<file path="src/rtl/setup_sequencer_if.sv">
// Placement-request / result bundle between the setup UI front end and the sequencer.
interface setup_sequencer_if #(
    parameter int X_bits = 10,
    parameter int Y_bits = 9
);
    logic              place_req;
    logic              done_req;
    logic [X_bits-1:0] cursor_x;
    logic [Y_bits-1:0] cursor_y;
    logic              nest_collision;
    logic [X_bits-1:0] collide_x;
    logic [Y_bits-1:0] collide_y;
    logic              SETUP_PHASE;
    logic              nest_set;
    logic              food_set;
    logic [3:0]        food_idx;
    logic [3:0]        food_count;
    logic              placed_ack;
    logic              reject;
    logic              busy;

    modport master (
        output place_req, done_req, cursor_x, cursor_y, nest_collision,
        input  collide_x, collide_y, SETUP_PHASE, nest_set, food_set,
               food_idx, food_count, placed_ack, reject, busy
    );

    modport slave (
        input  place_req, done_req, cursor_x, cursor_y, nest_collision,
        output collide_x, collide_y, SETUP_PHASE, nest_set, food_set,
               food_idx, food_count, placed_ack, reject, busy
    );
endinterface

</file>
<file path="src/rtl/setup_sequencer.sv">
// Setup sequencer: places the nest, then up to MAX_FOOD food sources, then enters RUN.
// Optional screen-edge rejection of placements is enabled by defining SETUP_EDGE_REJECT_EN.
module setup_sequencer #(
    parameter int X_bits      = 10,
    parameter int Y_bits      = 9,
    parameter int MAX_FOOD    = 8,
    parameter int EDGE_MARGIN = 8,
    parameter int SCREEN_W    = 640,
    parameter int SCREEN_H    = 480
) (
    input logic               setup_clk,
    input logic               RESET_n,
    setup_sequencer_if.slave  bus
);
    typedef enum logic [2:0] {
        NEST_WAIT, NEST_WR, FOOD_WAIT, FOOD_CHK, FOOD_WR, FOOD_REJ, RUN
    } state_t;

    if (MAX_FOOD < 1 || MAX_FOOD > 15 ||
        2*EDGE_MARGIN >= SCREEN_W || 2*EDGE_MARGIN >= SCREEN_H) begin : g_bad_cfg
        $error("setup_sequencer: illegal parameter set");
    end

    state_t            state, state_nxt;
    logic [X_bits-1:0] cx_q;
    logic [Y_bits-1:0] cy_q;
    logic [3:0]        count_q;
    logic              nest_edge;   // current cursor lies in the reject band
    logic              food_edge;   // latched band result for the candidate under check
    logic              nest_rej;    // registered reject for a refused nest placement
    logic              latch_nest, latch_food;

`ifdef SETUP_EDGE_REJECT_EN
    localparam logic [X_bits-1:0] X_LO = X_bits'(EDGE_MARGIN);
    localparam logic [X_bits-1:0] X_HI = X_bits'(SCREEN_W - EDGE_MARGIN);
    localparam logic [Y_bits-1:0] Y_LO = Y_bits'(EDGE_MARGIN);
    localparam logic [Y_bits-1:0] Y_HI = Y_bits'(SCREEN_H - EDGE_MARGIN);
    logic edge_q, nest_rej_q;

    assign nest_edge = (bus.cursor_x < X_LO) || (bus.cursor_x >= X_HI) ||
                       (bus.cursor_y < Y_LO) || (bus.cursor_y >= Y_HI);

    always_ff @(posedge setup_clk or negedge RESET_n) begin
        if (!RESET_n) begin
            edge_q     <= 1'b0;
            nest_rej_q <= 1'b0;
        end else begin
            if (latch_food) edge_q <= nest_edge;
            nest_rej_q <= (state == NEST_WAIT) && bus.place_req && nest_edge;
        end
    end

    assign food_edge = edge_q;
    assign nest_rej  = nest_rej_q;
`else
    assign nest_edge = 1'b0;
    assign food_edge = 1'b0;
    assign nest_rej  = 1'b0;
`endif

    always_ff @(posedge setup_clk or negedge RESET_n) begin
        if (!RESET_n) state <= NEST_WAIT;
        else          state <= state_nxt;
    end

    always_comb begin
        state_nxt = state;
        case (state)
            NEST_WAIT: if (bus.place_req && !nest_edge) state_nxt = NEST_WR;
            NEST_WR:   state_nxt = FOOD_WAIT;
            // a done request wins over a coincident placement once food exists
            FOOD_WAIT: if (bus.done_req && count_q != 4'd0) state_nxt = RUN;
                       else if (bus.place_req)              state_nxt = FOOD_CHK;
            FOOD_CHK:  state_nxt = (bus.nest_collision || food_edge) ? FOOD_REJ : FOOD_WR;
            FOOD_WR:   state_nxt = (count_q == 4'(MAX_FOOD - 1)) ? RUN : FOOD_WAIT;
            FOOD_REJ:  state_nxt = FOOD_WAIT;
            RUN:       state_nxt = RUN;
            default:   state_nxt = NEST_WAIT;
        endcase
    end

    assign latch_nest = (state == NEST_WAIT) && (state_nxt == NEST_WR);
    assign latch_food = (state == FOOD_WAIT) && (state_nxt == FOOD_CHK);

    always_ff @(posedge setup_clk or negedge RESET_n) begin
        if (!RESET_n) begin
            cx_q    <= '0;
            cy_q    <= '0;
            count_q <= 4'd0;
        end else begin
            if (latch_nest || latch_food) begin
                cx_q <= bus.cursor_x;
                cy_q <= bus.cursor_y;
            end
            if (state == FOOD_WR) count_q <= count_q + 4'd1;
        end
    end

    logic setup_o, nest_set_o, food_set_o, ack_o, rej_o, busy_o;

    always_comb begin
        setup_o    = 1'b1;
        nest_set_o = 1'b0;
        food_set_o = 1'b0;
        ack_o      = 1'b0;
        rej_o      = nest_rej;
        busy_o     = 1'b0;
        case (state)
            NEST_WR:  begin nest_set_o = 1'b1; ack_o = 1'b1; busy_o = 1'b1; end
            FOOD_CHK: busy_o = 1'b1;
            FOOD_WR:  begin food_set_o = 1'b1; ack_o = 1'b1; busy_o = 1'b1; end
            FOOD_REJ: begin rej_o = 1'b1; busy_o = 1'b1; end
            RUN:      begin setup_o = 1'b0; rej_o = 1'b0; end
            default:  ;
        endcase
    end

    // count only advances after FOOD_WR, so it doubles as the slot index
    assign bus.food_idx    = count_q;
    assign bus.food_count  = count_q;
    assign bus.collide_x   = cx_q;
    assign bus.collide_y   = cy_q;
    assign bus.SETUP_PHASE = setup_o;
    assign bus.nest_set    = nest_set_o;
    assign bus.food_set    = food_set_o;
    assign bus.placed_ack  = ack_o;
    assign bus.reject      = rej_o;
    assign bus.busy        = busy_o;
endmodule
</file>
<file path="src/flat_wrapper.sv">
// flat-port wrapper written by rule: the top's interface ports become plain ports
module setup_sequencer_flat 
#(
    parameter int X_bits      = 10,
    parameter int Y_bits      = 9,
    parameter int MAX_FOOD    = 8,
    parameter int EDGE_MARGIN = 8,
    parameter int SCREEN_W    = 640,
    parameter int SCREEN_H    = 480
)
  (setup_clk, RESET_n, bus_place_req, bus_done_req, bus_cursor_x, bus_cursor_y, bus_nest_collision, bus_collide_x, bus_collide_y, bus_SETUP_PHASE, bus_nest_set, bus_food_set, bus_food_idx, bus_food_count, bus_placed_ack, bus_reject, bus_busy);
  setup_sequencer_if #(.X_bits(X_bits), .Y_bits(Y_bits)) bus_i ();
  input logic setup_clk;
  input logic RESET_n;
  input wire logic [$bits(bus_i.place_req)-1:0] bus_place_req;
  input wire logic [$bits(bus_i.done_req)-1:0] bus_done_req;
  input wire logic [$bits(bus_i.cursor_x)-1:0] bus_cursor_x;
  input wire logic [$bits(bus_i.cursor_y)-1:0] bus_cursor_y;
  input wire logic [$bits(bus_i.nest_collision)-1:0] bus_nest_collision;
  output wire logic [$bits(bus_i.collide_x)-1:0] bus_collide_x;
  output wire logic [$bits(bus_i.collide_y)-1:0] bus_collide_y;
  output wire logic [$bits(bus_i.SETUP_PHASE)-1:0] bus_SETUP_PHASE;
  output wire logic [$bits(bus_i.nest_set)-1:0] bus_nest_set;
  output wire logic [$bits(bus_i.food_set)-1:0] bus_food_set;
  output wire logic [$bits(bus_i.food_idx)-1:0] bus_food_idx;
  output wire logic [$bits(bus_i.food_count)-1:0] bus_food_count;
  output wire logic [$bits(bus_i.placed_ack)-1:0] bus_placed_ack;
  output wire logic [$bits(bus_i.reject)-1:0] bus_reject;
  output wire logic [$bits(bus_i.busy)-1:0] bus_busy;
  assign bus_i.place_req = bus_place_req;
  assign bus_i.done_req = bus_done_req;
  assign bus_i.cursor_x = bus_cursor_x;
  assign bus_i.cursor_y = bus_cursor_y;
  assign bus_i.nest_collision = bus_nest_collision;
  assign bus_collide_x = bus_i.collide_x;
  assign bus_collide_y = bus_i.collide_y;
  assign bus_SETUP_PHASE = bus_i.SETUP_PHASE;
  assign bus_nest_set = bus_i.nest_set;
  assign bus_food_set = bus_i.food_set;
  assign bus_food_idx = bus_i.food_idx;
  assign bus_food_count = bus_i.food_count;
  assign bus_placed_ack = bus_i.placed_ack;
  assign bus_reject = bus_i.reject;
  assign bus_busy = bus_i.busy;
  setup_sequencer #(.X_bits(X_bits), .Y_bits(Y_bits), .MAX_FOOD(MAX_FOOD), .EDGE_MARGIN(EDGE_MARGIN), .SCREEN_W(SCREEN_W), .SCREEN_H(SCREEN_H)) u_core (.setup_clk(setup_clk), .RESET_n(RESET_n), .bus(bus_i));
endmodule
</file>
<file path="config.mk">
export PLATFORM = sky130hd
export DESIGN_NAME = setup_sequencer_flat
export DESIGN_NICKNAME = d
export VERILOG_FILES = /design/src/rtl/setup_sequencer_if.sv /design/src/rtl/setup_sequencer.sv /design/src/flat_wrapper.sv
export SDC_FILE = /design/constraint.sdc
export NUM_CORES = 1
export LEC_CHECK = 0
export CAP_MARGIN = 20
export CORE_ASPECT_RATIO = 1.25
export CORE_UTILIZATION = 36
export CTS_CLUSTER_SIZE = 14
export DETAILED_ROUTE_END_ITERATION = 7
export PLACE_DENSITY_LB_ADDON = 0.08
export SYNTH_ARGS = -nofsm -noshare
export SYNTH_HDL_FRONTEND = slang
export SYNTH_SLANG_ARGS = --single-unit
</file>
<file path="constraint.sdc">
create_clock -name setup_clk -period 1.65 [get_ports setup_clk]
set_input_delay 0.33 -clock setup_clk [delete_from_list [all_inputs] [get_ports setup_clk]]
set_output_delay 0.33 -clock setup_clk [all_outputs]
set_load 0.03 [all_outputs]
</file>
=== Yosys cells after proc, flatten, opt, wreduce, memory -nomap -nowiden ===
Cells that the tools add are included.
Widths: inputs -> output; s select.

* Mux-type cells: 12
* Magnitude comparators: 0
* Add/subtract/negate cells: 1
* Bitwise gates (word level): 0
* Divide/modulo/power cells: 0
* Eq/ne operators: 9
* Reductions and logical operators: 9
* Shift-type cells: 0
* Multiply operators: 0

{| class="wikitable"
|+ Operator list
! operator !! number
|-
| $pmux 3 s6 || 1
|-
| $mux 3 || 4
|-
| $eq 3x2->1 const B || 3
|-
| $eq 3x3->1 const B || 3
|-
| $mux 1 || 7
|-
| $eq 3x1->1 const B || 2
|-
| $add 4x1->4 const B || 1
|-
| $eq 4x3->1 const B || 1
|-
| $reduce_bool 4->1 || 1
|-
| $reduce_or 2->1 || 2
|-
| $reduce_or 4->1 || 1
|-
| $logic_and 1x1->1 || 3
|-
| $logic_not 3->1 || 1
|-
| $logic_or 1x1->1 || 1
|}

* Register bits after elaboration: 26
* Input port bits: 24
* Memories kept: 0
* Bits in read-only memories: 0
* Output and inout port bits: 33
* Latch bits: 0
* Bits in writable memories: 0
* Logic and storage cells: 35

=== Logic depth before layout (Yosys ltp) ===
Gate-level depths: netlist of the first run.

* Depth in word-level cells: 7
* Mapped depth: 6
* Depth with buffers taken out: 5

=== Worst setup path after synthesis of the first run ===
OpenSTA, ideal clock, no wires.

* Path kind: reg-to-reg
* Start point: register u_core.count_q[0] (netlist: u_core.bus.food_count[0])
* End point: register u_core.cx_q[0] (netlist: u_core.bus.collide_x[0])
* Required time: 1525 ps
* Arrival: 1684 ps
* Path buffers: 1
* Library setup time: 125 ps
* Cell stages (with the launch flop): 7
* Clock period less this slack: 1809 ps
* Slack: -159 ps
* Cell sequence: dfrtp_1 -> inv_1 -> ha_1 -> nor3b_2 -> o211ai_2 -> buf_6 -> mux2_4

* Longest elaborated chain between the ends: 7
* Elaborated cells on any way between the ends: 11
* Those cells by class: 3 x eq/ne; 3 x mux; 5 x reduce/logical

{| class="wikitable"
|+ RTL lines
! item !! line !! RTL
|-
| from (decl) || setup_sequencer.sv:27 || <nowiki>logic [3:0] count_q;</nowiki>
|-
| from (signal assigned) || setup_sequencer.sv:95 || <nowiki>if (state == FOOD_WR) count_q <= count_q + 4'd1;</nowiki>
|-
| $reduce_bool 4->1 || setup_sequencer.sv:72 || <nowiki>FOOD_WAIT: if (bus.done_req && count_q != 4'd0) state_nxt = RUN;</nowiki>
|-
| $logic_and 1x1->1 || setup_sequencer.sv:72 ||
|-
| $mux 3 || setup_sequencer.sv:72 ||
|-
| $pmux 3 s6 (*) || setup_sequencer.sv:68 || <nowiki>case (state)</nowiki>
|-
| $eq 3x1->1 or $eq 3x2->1 (tied branches) || setup_sequencer.sv:82, setup_sequencer.sv:83 ||
|-
| $logic_and 1x1->1 (on tied branches) || setup_sequencer.sv:82, setup_sequencer.sv:83 ||
|-
| $logic_or 1x1->1 (*) || setup_sequencer.sv:91 || <nowiki>if (latch_nest || latch_food) begin</nowiki>
|-
| to (signal assigned) || setup_sequencer.sv:92 || <nowiki>cx_q <= bus.cursor_x;</nowiki>
|-
| to (decl) || setup_sequencer.sv:25 || <nowiki>logic [X_bits-1:0] cx_q;</nowiki>
|}

Every way passes the cells marked *; elsewhere a longest branch is shown, timed or not.
A chain may end at the register's enable or synchronous reset.

=== Worst setup path after layout of the first run ===
* Start point: register u_core.cx_q[1] (netlist: u_core.bus.collide_x[1])
* End point: output port bus_collide_x[1]

{| class="wikitable"
|+ RTL lines
! item !! line !! RTL
|-
| to (decl) || flat_wrapper.sv:20 || <nowiki>output wire logic [$bits(bus_i.collide_x)-1:0] bus_collide_x;</nowiki>
|}

No word-level cell between the ends.

==> results.md, run 1 <==
* Status: finished, final reports clean
* Netlist cell types at 24
* Vias in the first global route at 825
* Number of diodes at 0
* Slew Viols, Final at 0
* Reg-to-reg startpoint: u_core.bus.food_count[0]
* Yosys warning total at 0
* Grt ovf at 0
* Antenna Nets Post-Route at 0
* PortBufs at 56
* CP Max Fanout at 2
* PwrDens at 2094 nW/um^2
* Hold buffer count at CTS at 0
* Worst R2R Path Depth at 6
* Worst hold path class: input port to async pin
* Main combinational cell family by area after synthesis: multiplexers
* Clk root buf: clkbuf_8
* Post-Syn Nets at 111
* WS Path Type: flip-flop to primary output
* Leak at 1.093 nW
* IO Pins at 57
* Crit path to: bus_collide_x[1]
* Final Hold Fails at 0
* Final setup margin at 0.04594 ns
* CTS Buf Count at 3
* Vias per cell at 4.674
* FMAX at 623.4 MHz
* Post-Syn Instances at 85
* Die X at 54.28 um
* Register area share after synthesis at 52.90%
* Row count at 23
* Worst-Margin Slew at 0.3319 ns
* Crit path required time at 1.32 ns
* Simple-gate share of the synthesized area at 9.156%
* Fin crit period at 1.604 ns
* Share of layout cells above drive strength 1 at 38.00%
* DR pass1 iterations at 4
* Layout area overhead at 62.77%
* Initial Util at 38.16%
* CP Capture Type: primary output
* Critical path startpoint category: flip-flop
* Nets at 177
* Xor/xnor share of the synthesized area at 2.136%
* Cell Area, Synth at 1230 um^2
* Mux contribution to synthesized area at 23.19%
* VDD IR max at 0.001449 V
* Top FF cell, synth: dfrtp_1
* DR vias at 874
* Routed WL at 2530 um
* Slew HR at 77.84%
* Levels on crit path at 1
* Setup Slack @ Placement at -0.08588 ns
* Commonest cells after routing, fill and taps aside: 24 x clkdlybuf4s50_1, 21 x dfrtp_1, 19 x mux2_4, 17 x dlymetal6s2s_1, 17 x buf_4
* Gr usage total at 13.66%
* Number of remaining DRC errors at 0
* Largest delay share family, worst path: buffers and inverters
* Commonest non-fill, non-tap cell in the layout: clkdlybuf4s50_1
* Final HPWL DP at 1748 um
* Post-synthesis compound-gate area fraction at 3.866%
* Pin count of the biggest net entering global routing at 27
* Die area at 3656 um^2
* Initial drt markers at 12
* Asr flop ratio synth at 100.0%
* H-tree depth at 1
* CP bufs+invs at 1
* CTS tree: yes
* Clock buffer depth at 2
* Max-cap violations at 0
* Worst skew pair latency at 0.26 ns
* FF-to-FF setup slack at 0.06 ns
* Slowest cell on crit path: clkdlybuf4s50_1
* Mean Syn Cell Area at 14.47 um^2
* Inst Count DP at 176
* First-pass GRT wire length at 3588 um
* Clk sinks at 26
* Final setup violation count at 0
* Utilization after layout at 62.11%
* Core box area at 3223 um^2
* Crit path arrival time at 1.27 ns
* Clk pin slew, worst setup/hold paths at 0.08 ns
* Crit. Startpoint: u_core.bus.collide_x[1]
* RSZ-0062 raised after global routing: yes
* Seq cells post-synth at 26
* Crit-path cells: clkdlybuf4s50_1
* Final Wtd Congestion at 0.6449
* DR WL/cell at 13.53 um
* Final period utilization at 97.22%
* Post-synthesis adder-cell area fraction at 2.035%
* EDFF count, synth at 0
* Worst Clk Skew at 0.002888 ns
* Crit Reg-Reg Endpoint: u_core.bus.collide_y[2]
* Die H at 67.35 um
* Fin cells at 187
* CP max stage delay at 0.66 ns
* Initial antenna violation count at 0
## worst min path at each step
stage | from | to | cells after the start
final | RESET_n | u_core.bus.collide_y[7] | 2
after detailed placement | u_core.bus.collide_x[2] | u_core.bus.collide_x[2] | 1
after floorplan | RESET_n | u_core.bus.collide_x[0] | 0
after global routing | RESET_n | u_core.bus.collide_y[2] | 2
after CTS | RESET_n | u_core.bus.collide_x[5] | 2
after global placement | u_core.bus.collide_x[2] | u_core.bus.collide_x[2] | 1
## state kept, by name (all words and copies together) (netlist names)
| register | flops |
|---|---|
| u_core.bus.food_count | 4 |
| u_core.bus.collide_y | 9 |
| u_core.state | 3 |
| u_core.bus.collide_x | 10 |
## cells in the mapped netlist, drive strengths merged, types with 2 or more instances
| cell type | n | area [um^2] |
|---|---|---|
| inv | 3 | 11.26 |
| nor2 | 2 | 7.510 |
| nand3b | 2 | 15.01 |
| nor3b | 3 | 38.79 |
| nand4 | 2 | 12.51 |
| mux2 | 19 | 285.3 |
| a21oi | 2 | 10.01 |
| dfrtp | 26 | 650.6 |
| ha | 2 | 25.02 |
| o21ai | 3 | 15.01 |
| buf | 8 | 71.32 |
| nand2 | 5 | 21.27 |
| xnor2 | 3 | 26.28 |
## cell families after synthesis
kind of cell | count (synthesis)
buffers and inverters | 11
multiplexers | 19
flip-flops | 26
AND/OR/NAND/NOR | 17
adder cells (fa/ha/maj) | 2
XOR/XNOR | 3
AO/OA/AOI/OAI | 7
## power breakdown
part	switching, mW	internal [mW]
Clock	0.186	0.324
Combinational	1.26	1.24
Sequential	0.231	0.959
Total	1.67	2.52
## per-stage QoR
stage / hold slack, ns / cell area, um^2 / power [mW] / setup TNS (ns)
global placement: 0.4911 / 1822 / 3.643 / -1.208
detailed placement: 0.4922 / 1822 / 3.682 / -1.537
global route: 0.4508 / 2002 / 4.427 / -0.007901
floorplan: 0.03441 / 1244 / 2.801 / -0.1591
CTS: 0.4393 / 1884 / 4.152 / 0
finish: 0.4296 / 2002 / 4.192 / 0
## metal layers
metal / vias up / part of all wire (%) / GRT usage (%)
met5: - / 0 / 0
met4: 0 / 0.75 / 6.731
met3: 2 / 6.0 / 2.027
met2: 32 / 49 / 21.34
met1: 423 / 44 / 18.09
li1: 417 / - / -
## cell type report
cell class,instances,area (um^2)
Clock inverter,1,30.03
Multi-Input combinational cell,48,525.5
Inverter,3,11.26
Timing Repair Buffer,69,690.7
Sequential cell,26,656.9
Clock buffer,3,41.29
Fill cell,283,1221
Tap cell,37,46.29
## what timing repair did
action | 4_1_cts | 5_1_grt
resized for setup | 11 | 21
endpoints found under the setup margin | 11 | 38
buffers inserted | 0 | 7
pin swaps | 0 | 1
Power figures use the tool's default switching activity.
==> inputs of run 2 (changes only) <==
--- a/config.mk
+++ b/config.mk
@@ -11,6 +11,7 @@
 export CTS_CLUSTER_SIZE = 14
 export DETAILED_ROUTE_END_ITERATION = 7
 export PLACE_DENSITY_LB_ADDON = 0.08
+export SKIP_LAST_GASP = 1
 export SYNTH_ARGS = -nofsm -noshare
 export SYNTH_HDL_FRONTEND = slang
 export SYNTH_SLANG_ARGS = --single-unit
==> constraint.sdc (replaced) <==
create_clock -name setup_clk -period 1.65 [get_ports setup_clk]
set_input_delay 0.33 -clock setup_clk [delete_from_list [all_inputs] [get_ports setup_clk]]
set_output_delay 0.33 -clock setup_clk [all_outputs]
set_load 0.05 [all_outputs]
==> run 2 against run 1 <==
  * Fmax is 1.8% lower
  * First-iteration DRC count stayed put
  * Sequential share of layout area is 1.1 points lower
  * Global-route usage is 1.2 points higher
  * Critical path type unchanged
  * Critical endpoint is now bus_placed_ack
  * Largest cell class unchanged
==> results.md, run 2 (same netlist as run 1, synthesis figures left out) <==
* Worst hold path class: input port to async pin
* Final Hold Fails at 0
* Nets at 180
* Fin crit period at 1.633 ns
* Gr usage total at 14.86%
* Multi-input gate area in the final layout at 549.3 um^2
* Worst skew pair latency at 0.27 ns
* DR vias at 897
* Commonest cells after routing, fill and taps aside: 34 x buf_4, 23 x clkdlybuf4s50_1, 21 x dfrtp_1, 19 x mux2_4, 11 x buf_12
* Number of remaining DRC errors at 0
* Crit path required time at 1.32 ns
* Crit path arrival time at 1.30 ns
* Commonest non-fill, non-tap cell in the layout: buf_4
* DR pass1 iterations at 4
* Initial antenna violation count at 0
* Clk root buf: clkbuf_8
* Clk sinks at 26
* Initial Util at 38.16%
* Vias in the first global route at 843
* Met2 Resource Use GR at 24.85%
* IO Pins at 57
* Final setup violation count at 0
* Share of layout cells above drive strength 1 at 57.52%
* Number of diodes at 0
* Largest register FFs at 10
* Worst-Margin Slew at 0.3333 ns
* Storage element area at 656.9 um^2
* Clk pin slew, worst setup/hold paths at 0.09 ns
* Die X at 54.28 um
* Die H at 67.35 um
* Final HPWL DP at 1869 um
* First-pass GRT wire length at 3850 um
* PortBufs at 56
* Grt ovf at 0
* Layout area overhead at 68.57%
* RSZ-0062 raised after global routing: yes
* Placement Cell Area at 1907 um^2
* Core box area at 3223 um^2
* Met1 Use GR at 18.26%
* Hold buffer count at CTS at 0
* Met3 GRT Util at 2.477%
* Status: finished, final reports clean
* CTS tree: yes
* Routed WL at 2743 um
* Slew HR at 77.78%
* Critical path startpoint category: flip-flop
* Busiest layer in global routing: met2
* Row count at 23
* Final Wtd Congestion at 0.7070
* Die area at 3656 um^2
* WS Path Type: flip-flop to primary output
* H-tree depth at 1
* Post-route cell area at 2073 um^2
* Initial drt markers at 12
* Final period utilization at 98.99%
* CP Capture Type: primary output
* Pin count of the biggest net entering global routing at 27
* Max-cap violations at 0
* Clock buffer depth at 2
* Worst Clk Skew at 0.002589 ns
* FMAX at 612.3 MHz
* CTS Buf Count at 3
* Vias per cell at 4.721
* Fill cells at 260
* CP Max Fanout at 6
* Antenna Nets Post-Route at 0
* DR WL/cell at 14.44 um
* Slew Viols, Final at 0
## run 2: changes by cell type in the layout (fill, tap and decap cells not counted), moves of 2 or more
cell	previous run	this run
buf_4	17	34
dlymetal6s2s_1	17	0
buf_12	1	11
dlygate4sd2_1	9	0
buf_6	1	3
## run 2: per-layer routing
layer	part of all wire, %	wire length [um]
met3	7.1	196
met1	43	1184
met2	48	1325
met4	1.3	37
met5	0	0
## run 2: repair_timing
action / in CTS / in global routing
resized for setup: 4 / 6
buffers inserted: 2 / 3
cloned: 0 / 2
hold endpoints to repair: 0 / 0
pin swaps: 1 / 3
endpoints found under the setup margin: 4 / 24
## run 2: cell type report
| class | count | share of cell area (%) |
|---|---|---|
| inverter | 3 | 0.5431 |
| sequential | 26 | 31.68 |
| timing repair buffer | 72 | 36.87 |
| multi-input combinational | 48 | 26.49 |
| tap | 37 | 2.233 |
| clock buffer | 4 | 2.173 |
## run 2: final timing paths
| path | from | endpoint | slack [ns] | cells after the start |
|---|---|---|---|---|
| worst max-delay path | u_core.state[0] | bus_placed_ack | 0.02 | 4 |
| worst min-delay path | RESET_n | u_core.bus.collide_y[7] | 0.42 | 2 |
| worst max register to register | u_core.bus.food_count[1] | u_core.bus.collide_y[8] | 0.04 | 6 |
| worst min register to register | u_core.bus.collide_x[6] | u_core.bus.collide_x[6] | 0.52 | 1 |
| max in group asynchronous | RESET_n | u_core.state[0] | 0.96 | 2 |
| min in group setup_clk | u_core.bus.collide_x[6] | u_core.bus.collide_x[6] | 0.52 | 1 |
## run 2: per-stage QoR
step	instances	setup TNS, ns	utilization [%]	hold WS [ns]	setup WS, ns
finish	190	0	64.32	0.4166	0.01668
global route	190	-0.3122	64.32	0.4679	-0.03168
CTS	185	-0.01167	61.34	0.4315	-0.009590
detailed placement	179	-1.444	59.16	0.4965	-0.08522
global placement	179	-1.092	59.16	0.4948	-0.06126
floorplan	85	-2.095	-	0.03441	-0.2881
## run 2: critical path: stages (launching register included)
cell,delay [ns]
dfrtp_2,0.49
nand2b_4,0.11
nor2_2,0.04
or2_1,0.24
buf_12,0.16
Power of run 2 is not shown: default switching activity piles up to over one toggle a cycle in this logic, so the estimate is an artifact.
==> inputs of run 3 (changes only) <==
--- a/config.mk
+++ b/config.mk
@@ -7,7 +7,7 @@
 export LEC_CHECK = 0
 export CAP_MARGIN = 20
 export CORE_ASPECT_RATIO = 1.25
-export CORE_UTILIZATION = 36
+export CORE_UTILIZATION = 40
 export CTS_CLUSTER_SIZE = 14
 export DETAILED_ROUTE_END_ITERATION = 7
 export PLACE_DENSITY_LB_ADDON = 0.08
==> constraint.sdc (replaced) <==
create_clock -name setup_clk -period 1.6 [get_ports setup_clk]
set_input_delay 0.32 -clock setup_clk [delete_from_list [all_inputs] [get_ports setup_clk]]
set_output_delay 0.32 -clock setup_clk [all_outputs]
set_load 0.05 [all_outputs]
==> run 3 against run 2 <==
  * The run now ends with setup timing left
  * Clock-buffer cell count fell by 1
  * Register-to-register slack worse by 0.08 ns
  * Die area fell by 9.7%
  * Critical path depth down 1
  * Design area increased by 1.3%
  * Routed wire length shrank 4.5%
  * Setup slack worse by 0.11 ns
  * Utilization is 7.7 points higher
  * Worst hold slack worse by 0.067 ns
  * Sequential cell count unchanged
  * Non-clock buffer count is the same
  * First-iteration DRC count is 33% lower
==> results.md, run 3 (same netlist as run 1, synthesis figures left out) <==
* Slowest cell on crit path: dfrtp_2
* Worst-Margin Slew at 0.3243 ns
* CP Capture Type: primary output
* Worst R2R Path Depth at 6
* Number of remaining DRC errors at 0
* Clock buffer depth at 2
* Final Hold Fails at 0
* First-pass GRT wire length at 3891 um
* Row count at 22
* RSZ-0062 raised after global routing: yes
* PortBufs at 56
* Die X at 51.60 um
* Nets at 180
* Worst skew pair latency at 0.32 ns
* Vias in the first global route at 849
* Share of layout cells above drive strength 1 at 58.82%
* Worst Clk Skew at 0.009464 ns
* Fin crit period at 1.689 ns
* Initial drt markers at 8
* CTS Buf Count at 3
* Setup TNS at -0.8095 ns
* CTS tree: yes
* Crit. Startpoint: u_core.state[0]
* Initial antenna violation count at 0
* Final Wtd Congestion at 0.6997
* Grt ovf at 0
* Antenna Nets Post-Route at 0
* Initial Util at 42.15%
* FF-to-FF setup slack at -0.04 ns
* CP Max Fanout at 5
* Status: finished with violations
* Slew HR at 78.38%
* Crit-path cells: buf_4 > nand3b_1 > buf_12
* Max-cap violations at 0
* Worst hold path class: input port to async pin
* Crit Reg-Reg Endpoint: u_core.bus.collide_y[8]
* Clk sinks at 26
* Largest register FFs at 10
* Slew Viols, Final at 0
* H-tree depth at 1
* Failing checks: setup timing
* Commonest cells after routing, fill and taps aside: 31 x buf_4, 23 x clkdlybuf4s50_1, 21 x dfrtp_1, 19 x mux2_4, 15 x buf_12
* Final setup violation count at 24
* Fill cells at 209
* Clk root buf: clkbuf_4
* Final period utilization at 105.6%
* Final setup margin at -0.08921 ns
* Crit path required time at 1.28 ns
* Commonest non-fill, non-tap cell in the layout: buf_4
* Final HPWL DP at 1848 um
* Storage element area at 656.9 um^2
* Routed WL at 2619 um
* Layout area overhead at 70.80%
* Core box area at 2918 um^2
* DR WL/cell at 13.86 um
* Reg-to-reg startpoint: u_core.state[0]
* Pin count of the biggest net entering global routing at 27
* Hold buffer count at CTS at 0
* Crit path arrival time at 1.37 ns
* DR pass1 iterations at 3
* Clk pin slew, worst setup/hold paths at 0.14 ns
* Gr usage total at 16.41%
* Vias per cell at 4.677
* Number of diodes at 0
* Multi-input gate area in the final layout at 538.0 um^2
* Critical path startpoint category: flip-flop
* FMAX at 592.0 MHz
* WS Path Type: flip-flop to primary output
* IO Pins at 57
* Crit path to: bus_SETUP_PHASE
* CP max stage delay at 0.48 ns
* Die H at 64.00 um
* DR vias at 884
* Hold slack at 0.3499 ns
* Die area at 3302 um^2
-- run 3: critical path: cells and delay by family (launching register included) --
family | cells | cell delay, ns
buf+inv | 2 | 0.35
flops | 1 | 0.48
simple gates | 1 | 0.21
-- run 3: per-layer routing --
layer / track usage (%) / up-vias / share of wire [%]
met5: 0 / - / 0
met4: 8.784 / 0 / 1.8
met3: 3.333 / 4 / 5.8
met2: 26.62 / 31 / 51
met1: 20.03 / 428 / 41
li1: - / 421 / -
-- run 3: through the flow --
step                cells  utilization (%)  instance area, um^2  setup WS, ns
floorplan              85                -                 1249       -0.3087
CTS                   186            70.67                 2062       -0.1118
global placement      179            67.28                 1963      -0.09891
global route          189            72.00                 2101       -0.1454
detailed placement    179            67.28                 1963       -0.1298
finish                189            72.00                 2101      -0.08921
-- run 3: layout make-up --
cell class	instances	area share [%]
Clock buffer	3	1.072
Clock inverter	1	1.429
Inverter	3	0.5360
Multi-Input combinational cell	48	25.61
Sequential cell	26	31.27
Tap cell	36	2.144
Timing Repair Buffer	72	37.94
-- run 3: how the worst min path moves through the flow --
stage                            start                 endpoint  depth (start not counted)
2_1_floorplan                  RESET_n  u_core.bus.collide_x[0]                          0
3_3_place_gp   u_core.bus.collide_y[6]  u_core.bus.collide_y[6]                          1
3_5_place_dp   u_core.bus.collide_x[0]  u_core.bus.collide_x[0]                          1
4_1_cts                        RESET_n          u_core.state[2]                          2
5_1_grt                        RESET_n  u_core.bus.collide_x[3]                          2
6_report                       RESET_n  u_core.bus.collide_x[3]                          2
-- run 3: timing repair --
action | CTS | global route
gates resized for setup | 6 | 5
setup endpoints to repair | 19 | 25
setup buffers | 3 | 3
pin swaps | 2 | 4
Power of run 3 is left out for the same reason.
==> variant 1: new RTL, config.mk and constraints of run 3 <==
The option `SETUP_EDGE_REJECT_EN` is turned on by a define.
--- a/src/rtl/setup_sequencer.sv
+++ b/src/rtl/setup_sequencer.sv
@@ -1,5 +1,7 @@
 // Setup sequencer: places the nest, then up to MAX_FOOD food sources, then enters RUN.
 // Optional screen-edge rejection of placements is enabled by defining SETUP_EDGE_REJECT_EN.
+`define SETUP_EDGE_REJECT_EN
+
 module setup_sequencer #(
     parameter int X_bits      = 10,
     parameter int Y_bits      = 9,
Behaviour: not the same (a bounded check fails within 4 cycles, from zero or initial values and one cycle with RESET_n low).
==> variant 1 against run 3 <==
  * The run still ends with setup timing left
  * Wire length up 36%
  * Setup slack worse by 200 ps
  * Largest cell class unchanged
  * Final area rose by 23%
  * Critical path type is now primary input to register
  * Global-route usage is 5.5 points higher
  * Area after synthesis grew 9.9%
  * Sequential cell count increased by 2
  * Highest routed layer unchanged
==> variant 1: results (changes against run 3) <==
| Metric | Value |
|---|---|
| Fin worst setup slack | `-294 ps (-205 ps)` |
| M1 WL | `1430 um (+32%)` |
| Final Core Density | `80.1% (+8.1 points)` |
| Avg Inst Size Synth | `12.5 um^2 (-14%)` |
| Syn_nets | `134 (+21%)` |
| GR met2 Demand/Resource | `38.4% (+12 points)` |
| Vias in the first global route | `1,240 (+46%)` |
| Register area share after synthesis | `51.9% (-1.0 points)` |
| Dpl cell area | `0.00222 mm^2 (+13%)` |
| Routed wl met3 | `125 um (-18%)` |
| CP peak stage delay | `540 ps (+60 ps)` |
| Status | `finished, violations left` |
| Pin count of the biggest net entering global routing | `29 (+7.4%)` |
| Met2 wire len | `1970 um (+47%)` |
| Top post-synthesis cells by area | `dfrtp_1 (52%), mux2_4 (11%), mux2_2 (7.5%)` |
| Slowest cell on crit path | `or4_4` |
| Synth cell count leaders | `dfrtp_1 (28), mux2_4 (10), mux2_2 (9)` |
| Clk Latency, worst-skew pair | `280 ps (-40 ps)` |
| Fin Setup TNS | `-5610 ps (-4800 ps)` |
| Final setup fails | `24 (unchanged)` |
| Final Skew | `8.20 ps (-1.26 ps)` |
| Worst hold path type | `primary input to register` |
| Dpl ws | `-851 ps (-721 ps)` |
| GRT Overall Usage | `21.9% (+5.5 points)` |
| GR Util met1 | `26.4% (+6.4 points)` |
| Data arrival, critical path | `2060 ps (+690 ps)` |
| Worst-margin pin slew | `370 ps (+45.9 ps)` |
| Clk slew on worst S/H paths | `100 ps (-40 ps)` |
| Avg WL per Cell | `15.2 um (+9.9%)` |
| Post-DP HPWL | `2470 um (+34%)` |
| Drt first pass iters | `4 (+1)` |
| Failing checks | `setup timing` |
| Synth cell types | `28 (+17%)` |
variant 1: kinds of logic (layout without fill, tap and decap cells):
family / after synthesis / count (layout) / share of synthesized area [%]
AND/OR/NAND/NOR: 32 / 32 / 13.9
XOR/XNOR: 3 / 3 / 1.94
AO/OA/AOI/OAI: 13 / 13 / 6.48
flip-flops: 28 / 28 / 51.9
adder cells (fa/ha/maj): 2 / 2 / 1.85
buffers and inverters: 11 / 100 / 5.37
multiplexers: 19 / 19 / 18.6
variant 1: timing repair:
| action | in CTS | in global routing |
|---|---|---|
| pin swaps | 10 | 7 |
| endpoints found under the setup margin | 28 | 26 |
| endpoints found under the hold margin | 0 | 0 |
| gates resized for setup | 55 | 11 |
| buffers inserted | 8 | 3 |
| cloned | 3 | 0 |
variant 1: area by class of cell:
type                       count  area share (%)
tap                           37            1.79
inverter                       3           0.436
clock inverter                 1            1.16
sequential                    28            27.2
clock buffer                   3            1.60
multi-input combinational     69            27.7
timing repair buffer          93            40.1
variant 1: path summary, 6_finish.rpt:
kind	endpoint	cells after the start	from	slack [ps]
hold / removal	u_core.bus.collide_x[7]	2	bus_cursor_x[7]	280
max in group asynchronous	u_core.bus.food_count[1]	2	RESET_n	880
setup / recovery	u_core.bus.collide_x[2]	8	bus_cursor_x[5]	-290
setup reg to reg	u_core.bus.collide_x[2]	9	u_core.bus.food_count[0]	-240
min in group asynchronous	u_core.state[2]	2	RESET_n	430
hold reg to reg	u_core.bus.collide_y[0]	1	u_core.bus.collide_y[0]	530
variant 1: where the power goes:
group          internal (mW)  total, mW  leakage, nW  switching (mW)
clock network          0.335      0.559       0.0357           0.224
logic                   2.16       4.56        0.911            2.40
registers               1.06       1.28        0.332           0.217
total                   3.55       6.40         1.28            2.84
==> variant 2: new RTL, flow settings as in run 3 <==
Without the edit above. Encoding of `state_t`: now one-hot (7 bits for 7 states).
--- a/src/rtl/setup_sequencer.sv
+++ b/src/rtl/setup_sequencer.sv
@@ -12,8 +12,8 @@
     input logic               RESET_n,
     setup_sequencer_if.slave  bus
 );
-    typedef enum logic [2:0] {
-        NEST_WAIT, NEST_WR, FOOD_WAIT, FOOD_CHK, FOOD_WR, FOOD_REJ, RUN
+    typedef enum logic [6:0] {
+        NEST_WAIT = 7'b0000001, NEST_WR = 7'b0000010, FOOD_WAIT = 7'b0000100, FOOD_CHK = 7'b0001000, FOOD_WR = 7'b0010000, FOOD_REJ = 7'b0100000, RUN = 7'b1000000
     } state_t;
 
     if (MAX_FOOD < 1 || MAX_FOOD > 15 ||
Function: no difference found for any inputs over 10 cycles, from zero or initial values and one cycle with RESET_n low; not proved beyond that.
==> variant 2 against run 3 <==
  * The run still ends with setup timing left
  * Non-clock buffer count grew 26
  * Area after synthesis is 20% higher
  * Final area rose by 31%
  * Setup slack lost 350 ps
  * Wire length rose by 57%
  * Via count grew 43%
  * Utilization grew 6.1 points
  * Register-to-register slack lost 400 ps
  * Sequential cell count grew 4
  * Sequential share of layout area shrank 3.8 points
  * Maximum frequency is 17% lower
  * Critical endpoint is now bus_nest_set
  * Largest cell class unchanged
==> variant 2: results (changes against run 3) <==
| Metric | Value |
|---|---|
| Clk slew on worst S/H paths | `60 ps (-80 ps)` |
| Met2 wire len | `2130 um (+60%)` |
| Routability congestion estimate | `0.829 (+18%)` |
| Critical-path maximum fanout | `3 (-2)` |
| Iter 0 DRT Violations | `40 (+32)` |
| Synth Area in Compound Gates | `6.09% (+2.2 points)` |
| First-pass GRT wire length | `6040 um (+55%)` |
| Vias in the first global route | `1,256 (+48%)` |
| Placed cell count | `231 (+29%)` |
| Routed wl met3 | `244 um (+61%)` |
| Synth cell types | `38 (+58%)` |
| GRT Overall Usage | `20.2% (+3.8 points)` |
| M1 WL | `1650 um (+52%)` |
| Clk Tree Root Cell | `clkbuf_8` |
| CP endpoint | `bus_nest_set` |
| Post-cts resize count | `5 (-1)` |
| Pin count of the biggest net entering global routing | `31 (+15%)` |
| Synth cell count leaders | `dfrtp_1 (29), mux2_4 (10), mux2_2 (9)` |
| Fin nets | `238 (+32%)` |
| Post-DR vias/cell | `5.03 (+7.5%)` |
| Register area share after synthesis | `50.8% (-2.1 points)` |
| Post-synthesis xor/xnor area fraction | `4.15% (+2.0 points)` |
| Data arrival, critical path | `1720 ps (+350 ps)` |
| Final setup fails | `29 (+21%)` |
| Status | `finished, violations left` |
| # Post-CTS Setup Buffers | `5 (+2)` |
| Top post-synthesis cells by area | `dfrtp_1 (49%), mux2_4 (10%), mux2_2 (6.9%)` |
| Max-slew violations | `0 (unchanged)` |
| Final Skew | `5.41 ps (-4.05 ps)` |
| CP startpoint | `u_core.state[2]` |
| Clk Latency, worst-skew pair | `280 ps (-40 ps)` |
| Mapped Cells | `115 (+35%)` |
| Share of layout cells above drive strength 1 | `59.2% (+0.33 points)` |
| R2r worst-path depth | `7 (+1)` |
| H-tree Lvls | `2 (+1)` |
| Total CTS buffers | `5 (+2)` |
| Avg WL per Cell | `16.3 um (+18%)` |
| Post-Route WL | `4110 um (+57%)` |
| Fraction of the mapped netlist area in adder cells | `1.69% (-0.34 points)` |
| Fin worst setup slack | `-442 ps (-353 ps)` |
| Origin of the critical flop-to-flop path | `u_core.bus.food_count[0]` |
| Drt first pass iters | `4 (+1)` |
| Post-DP HPWL | `2590 um (+40%)` |
| Worst-margin pin slew | `376 ps (+51.6 ps)` |
| Failing checks | `setup timing` |
| Syn_nets | `141 (+27%)` |
| Max reg flops | `10 (unchanged)` |
-- variant 2: changes by cell type in the layout (fill, tap and decap cells not counted), sizes merged, moves of 3 or more --
cell    before  now
buf         49   73
clkbuf       3    7
dfrtp       26   29
nor2         2    8
-- variant 2: cell families (layout without fill, tap and decap cells) --
logic type | after synthesis | after routing
buffers and inverters | 12 | 110
adders and majority gates | 2 | 2
AOI/OAI and AO/OA | 10 | 10
and+or+nand+nor | 35 | 35
xor gates and xnor gates | 7 | 7
muxes | 19 | 19
DFF | 30 | 30
-- variant 2: power by group --
group	switching (mW)	internal [mW]	total, mW
combinational	1.88	1.66	3.54
sequential	0.191	1.07	1.26
clock	0.291	0.458	0.748
-- variant 2: worst max-delay path, cell delays in order, from the launching register on --
cell and delay, ps:
dfrtp_1 400, or3_4 390, or2b_1 280, nor3b_4 220, buf_12 160
-- variant 2: metrics by stage --
stage / util (%) / setup TNS (ps) / area [um^2] / setup WS (ps) / hold slack (ps)
6_report: 78.1 / -9600 / 2740 / -442 / 420
5_1_grt: 78.1 / -10870 / 2740 / -529 / 446
4_1_cts: 72.9 / -8570 / 2560 / -464 / 419
3_5_place_dp: 68.1 / -8170 / 2390 / -433 / 495
3_3_place_gp: 68.1 / -7960 / 2390 / -407 / 492
2_1_floorplan: - / -11760 / 1530 / -631 / 24.4
-- variant 2: per-layer routing --
layer	track usage [%]	vias up
li1	-	601
met4	9.76	0
met2	33.9	49
met3	5.93	6
met1	23.4	611
met5	0	-
-- variant 2: cell type report --
| class | count | area (um^2) |
|---|---|---|
| clock buffer | 5 | 68.8 |
| clock inverter | 3 | 40.0 |
| fill | 231 | 769 |
| inverter | 4 | 15.0 |
| multi-input combinational | 73 | 782 |
| sequential | 30 | 754 |
| tap | 39 | 48.8 |
| timing repair buffer | 98 | 1030 |
